[config.mk]
export PLATFORM = sky130hd
export DESIGN_NAME = alu_arbiter
export DESIGN_NICKNAME = d
export VERILOG_FILES = /design/src/rtl/alu_arbiter.sv
export SDC_FILE = /design/constraint.sdc
export NUM_CORES = 1
export LEC_CHECK = 0
export ABC_AREA = 1
export CORE_ASPECT_RATIO = 0.9
export CORE_UTILIZATION = 37
export DETAILED_ROUTE_END_ITERATION = 10
export PLACE_DENSITY = 0.77
export SYNTH_ARGS = -nofsm -noshare
export SYNTH_HDL_FRONTEND = slang
export SYNTH_SLANG_ARGS = --single-unit
[constraint.sdc]
create_clock -name clk -period 1.54 [get_ports clk]
set_input_delay 0.308 -clock clk [delete_from_list [all_inputs] [get_ports clk]]
set_output_delay 0.308 -clock clk [all_outputs]
set_load 0.01 [all_outputs]
[src/rtl/alu_arbiter.sv]
`timescale 1ns/1ps
// alu_arbiter
// Round-robin arbiter sharing one combinational ALU between two requesters.
// An accepted operation is latched into op registers, presented to the ALU
// for one cycle (EXEC), and the registered result is returned on the
// granted requester's response handshake (RESP), with backpressure.
//
// Ports:
//   clk, reset                 clock, synchronous active-high reset
//   reqN_valid/ready           operation handshake, N = 0/1
//   reqN_first/second/control  operands and ALU control code
//   rspN_valid/ready           response handshake, N = 0/1
//   rsp_result/zero/illegal    registered response payload (shared)
//   alu_first/second/control   to the ALU, driven only from op registers
//   alu_result/zero            from the ALU
//   busy                       high whenever the FSM is not IDLE
module alu_arbiter #(
  parameter int BITS  = 32,
  parameter int CBITS = 4
) (
  input  logic             clk,
  input  logic             reset,
  input  logic             req0_valid,
  output logic             req0_ready,
  input  logic [BITS-1:0]  req0_first,
  input  logic [BITS-1:0]  req0_second,
  input  logic [CBITS-1:0] req0_control,
  input  logic             req1_valid,
  output logic             req1_ready,
  input  logic [BITS-1:0]  req1_first,
  input  logic [BITS-1:0]  req1_second,
  input  logic [CBITS-1:0] req1_control,
  output logic             rsp0_valid,
  input  logic             rsp0_ready,
  output logic             rsp1_valid,
  input  logic             rsp1_ready,
  output logic [BITS-1:0]  rsp_result,
  output logic             rsp_zero,
  output logic             rsp_illegal,
  output logic [BITS-1:0]  alu_first,
  output logic [BITS-1:0]  alu_second,
  output logic [CBITS-1:0] alu_control,
  input  logic [BITS-1:0]  alu_result,
  input  logic             alu_zero,
  output logic             busy
);

  localparam logic [1:0] IDLE = 2'd0;
  localparam logic [1:0] EXEC = 2'd1;
  localparam logic [1:0] RESP = 2'd2;

  logic [1:0]       state;
  logic [1:0]       state_next;
  logic             last;       // requester most recently served
  logic             grant;      // requester owning the operation in flight
  logic             sel;        // requester that would be granted in IDLE
  logic             any_valid;
  logic             rsp_done;   // granted requester consumes the response
  logic [BITS-1:0]  op_first;
  logic [BITS-1:0]  op_second;
  logic [CBITS-1:0] op_control;

  // Only the codes the ALU actually implements are legal.
  function automatic logic is_legal(input logic [CBITS-1:0] code);
    logic ok;
    case (code)
      CBITS'(4'b0000): ok = 1'b1;
      CBITS'(4'b0001): ok = 1'b1;
      CBITS'(4'b0010): ok = 1'b1;
      CBITS'(4'b0110): ok = 1'b1;
      CBITS'(4'b0111): ok = 1'b1;
      CBITS'(4'b1100): ok = 1'b1;
      default:         ok = 1'b0;
    endcase
    return ok;
  endfunction

  // Arbitration: a lone request wins, a tie goes to the one not served last.
  always_comb begin
    any_valid = req0_valid | req1_valid;
    if (req0_valid && req1_valid) begin
      sel = ~last;
    end else if (req1_valid) begin
      sel = 1'b1;
    end else begin
      sel = 1'b0;
    end
    if (grant) begin
      rsp_done = rsp1_ready;
    end else begin
      rsp_done = rsp0_ready;
    end
  end

  // Next-state logic.
  always_comb begin
    state_next = state;
    case (state)
      IDLE: begin
        if (any_valid) begin
          state_next = EXEC;
        end else begin
          state_next = IDLE;
        end
      end
      EXEC: state_next = RESP;
      RESP: begin
        if (rsp_done) begin
          state_next = IDLE;
        end else begin
          state_next = RESP;
        end
      end
      default: state_next = IDLE;
    endcase
  end

  // State, op and result registers; reset drops any operation in flight.
  always_ff @(posedge clk) begin
    if (reset) begin
      state       <= IDLE;
      last        <= 1'b1;
      grant       <= 1'b0;
      op_first    <= '0;
      op_second   <= '0;
      op_control  <= '0;
      rsp_result  <= '0;
      rsp_zero    <= 1'b0;
      rsp_illegal <= 1'b0;
    end else begin
      state <= state_next;
      case (state)
        IDLE: begin
          if (any_valid) begin
            grant <= sel;
            if (sel) begin
              op_first   <= req1_first;
              op_second  <= req1_second;
              op_control <= req1_control;
            end else begin
              op_first   <= req0_first;
              op_second  <= req0_second;
              op_control <= req0_control;
            end
          end
        end
        EXEC: begin
          // The ALU holds a stale value on unknown codes, so never trust it then.
          if (is_legal(op_control)) begin
            rsp_result  <= alu_result;
            rsp_zero    <= alu_zero;
            rsp_illegal <= 1'b0;
          end else begin
            rsp_result  <= '0;
            rsp_zero    <= 1'b0;
            rsp_illegal <= 1'b1;
          end
        end
        RESP: begin
          if (rsp_done) begin
            last <= grant;
          end
        end
        default: begin
          grant <= 1'b0;
        end
      endcase
    end
  end

  // Handshake outputs; forced low while reset is asserted.
  always_comb begin
    req0_ready = 1'b0;
    req1_ready = 1'b0;
    rsp0_valid = 1'b0;
    rsp1_valid = 1'b0;
    if (!reset && state == IDLE && any_valid) begin
      req0_ready = ~sel;
      req1_ready = sel;
    end else if (!reset && state == RESP) begin
      rsp0_valid = ~grant;
      rsp1_valid = grant;
    end else begin
      req0_ready = 1'b0;
      req1_ready = 1'b0;
    end
    busy        = (state != IDLE);
    alu_first   = op_first;
    alu_second  = op_second;
    alu_control = op_control;
  end

endmodule
==> out/qor.yml <==
synth:
  ys_ff_latch: 106
  synth_top_family_by_area: "simple AND/OR/NAND/NOR gates"
  yosysSeqAreaShare: 0.459
  netlist_instances: 616
  synthTopCellsByArea: "dfxtp_1 46%, nor2_1 8.4%, nand3_1 7.8%"
  synth-xor-area-share: 0
  ys_types: 18
  synth-compound-area-share: 0.159
  syn_area_um2: 4630
  yosys.area.top_type_share: 0.459
  synth_area_per_cell_um2: 7.51
  yosys_warnings: 0
  syn-num-nets: 795
  synthSimpleGateAreaFrac: 0.235
  muxShareOfSynthArea: 0.0714
  yosysTopAreaCell: "dfxtp_1"
  yosys.area_share.adder: 0.0108
power_and_ir_drop:
  power.leakage_nw: 4.03
  totalPowerFinal_mw: 8.67
  p_per_area_nw_per_um2: 978
  peakVddDrop_mv: 0.882
drt:
  drtIter0Drc: 287
  num_vias: 5660
  drtPass1Iterations: 4
  routed_wl_um: 20100
  vias_per_cell: 5.27
  wl_per_cell_um: 18.7
  detail-route-antenna-nets: 0
  drc: 0
clocking:
  cts_hold_buf: 0
  htree_levels: 3
  clock_latency_ps: 350
  clk_pin_slew_ps: 70
  cts_made_buffers: 9
  cts_max_path_buffers: 2
  cts.sinks: 106
  cts_tree: "yes"
  root_buffer: "clkbuf_16"
sta:
  relSlewSlack: 0.521
  final.period_utilization: 1.14
  hold_violations: 0
  rsz0062_at_grt: "true"
  setup_violations: 72
  max_freq_ghz: 0.570
  slew_viol_final: 0
  fin_skew_ps: 7.67
  setup_slack_ps: -213
  whs_ps: 401
  worst_pin_slew_ps: 718
  fin_crit_ps: 1750
placed_design:
  port_buffers: 281
  dp_cells: 1028
  dp_hpwl_um: 11700
  pre_cts_ws_ps: -631
  gp_congestion: 0.836
die:
  die_area_um2: 13000
  io_pins: 282
  die_x_um: 120
  rows: 38
  initial_core_util: 0.382
  die_height_um: 108
  core_area_um2: 12100
global_routing:
  antenna_found_initial: 0
  grt_use_met2: 0.539
  grt_remaining_overflow: 0
  busiest_layer: "met2"
  grt.total_usage: 0.291
  grt_pass1_vias: 5591
  grtUsageMet3: 0.103
  grt_max_degree: 69
  grt_first_pass_wirelength_um: 28900
  grt_use_met1: 0.292
worst_setup_path:
  reg2reg_setup_slack_ps: -210
  r2r_cells: 12
  cp_max_fo: 5
  worst_ep_required_time_ps: 1780
  cp-start-kind: "flip-flop"
  rr_endpoint: "alu_second[12]"
  cp.arrival_ps: 1990
  critPathKind: "flip-flop to flip-flop"
  r2r-start: "state[0]"
  endpoint_kind: "flip-flop"
hold_path:
  hold_path_class: "input port to flip-flop"
  hold_end: "grant"
  hold_depth: 4
  min_from: "req1_valid"
run:
  drv_cap: 0
cells_and_area:
  stdcell_count: 1075
  final_nets: 1089
  layout-drive-gt1-share: 0.196
  final_cell_mix: "172 x clkdlybuf4s50_1, 104 x dfxtp_1, 103 x nor2_1, 91 x dlygate4sd2_1, 71 x nand3_1"
  antenna_cells: 0
  final_util: 0.731
  layout_commonest_cell: "clkdlybuf4s50_1"
  area_growth_pct: 91.6
outcome:
  violations: "negative setup slack"
  status: "finished with violations"
==> metal layers <==
| layer | part of all wire | wire [µm] |
|---|---|---|
| met1 | 0.37 | 7350 |
| met2 | 0.51 | 10300 |
| met3 | 0.095 | 1910 |
| met4 | 0.028 | 556 |
| met5 | 0 | 0 |
==> registers in the layout, summed over array words and instances, names as in the netlist <==
signal,count
rsp_zero,1
last,1
rsp_illegal,1
rsp_result,32
alu_first,32
grant,1
state,2
alu_control,4
alu_second,32
==> synthesized netlist by cell type <==
cell	instances
dfxtp_1	106
nor2_1	104
nand2_1	88
nand3_1	72
a21oi_1	71
o21ai_1	50
mux2i_1	33
clkbuf_1	23
o21ai_0	20
buf_2	19
inv_1	11
buf_4	10
ha_1	4
a21oi_4	1
a31oi_1	1
inv_2	1
nor3_1	1
o211ai_1	1
==> layout make-up <==
cell class | count | area (µm²)
Timing Repair Buffer | 335 | 3570
Clock inverter | 6 | 47.5
Tap cell | 160 | 200
Sequential cell | 106 | 2120
Inverter | 12 | 47.5
Clock buffer | 10 | 239
Multi-Input combinational cell | 446 | 2630
Fill cell | 888 | 3260
==> where the power goes <==
| part | internal (mW) | switching (mW) | total (mW) |
|---|---|---|---|
| clock | 1.16 | 1.11 | 2.27 |
| sequential | 3.05 | 0.189 | 3.24 |
| combinational | 1.66 | 1.49 | 3.15 |
| total | 5.87 | 2.79 | 8.67 |
==> worst max-delay path, stage by stage, from the launching register on <==
cell     delay [ps]
dfxtp_2         330
inv_2            70
ha_4            150
inv_4            50
a21oi_4         140
buf_6           150
buf_12          120
buf_12          130
buf_12          120
buf_16          130
nand2_2          50
a21oi_2         110
nor2_1           80
==> what timing repair did <==
| action | in CTS | in global routing |
|---|---|---|
| pin swaps | 32 | 21 |
| setup buffers | 13 | 9 |
| setup endpoints to repair | 163 | 100 |
| gates resized for setup | 243 | 41 |
| cloned | 12 | 6 |
==> per-stage QoR <==
step | setup TNS, ps | area [µm²]
after floorplan | 0 | 4630
after global placement | -39140 | 7620
after detailed placement | -43740 | 7620
after CTS | -6230 | 8720
after global routing | -11020 | 8860
final | -6490 | 8860
==> cell families (layout without fill, tap and decap cells) <==
| group | Yosys count | after routing |
|---|---|---|
| AND/OR/NAND/NOR | 265 | 265 |
| AO/OA/AOI/OAI | 144 | 144 |
| flip-flops | 106 | 106 |
| buffers and inverters | 64 | 363 |
| multiplexers | 33 | 33 |
| adder cells (fa/ha/maj) | 4 | 4 |
==> worst max-delay path by stage <==
stage / start / to / slack (ps)
finish: state[0] / alu_second[12] / -210
global route: state[0] / alu_control[2] / -260
CTS: state[0] / req0_ready / -200
detailed placement: req0_valid / alu_first[12] / -630
global placement: req0_valid / req0_ready / -590
floorplan: state[0] / req0_ready / 20
Power figures use the tool's default switching activity.
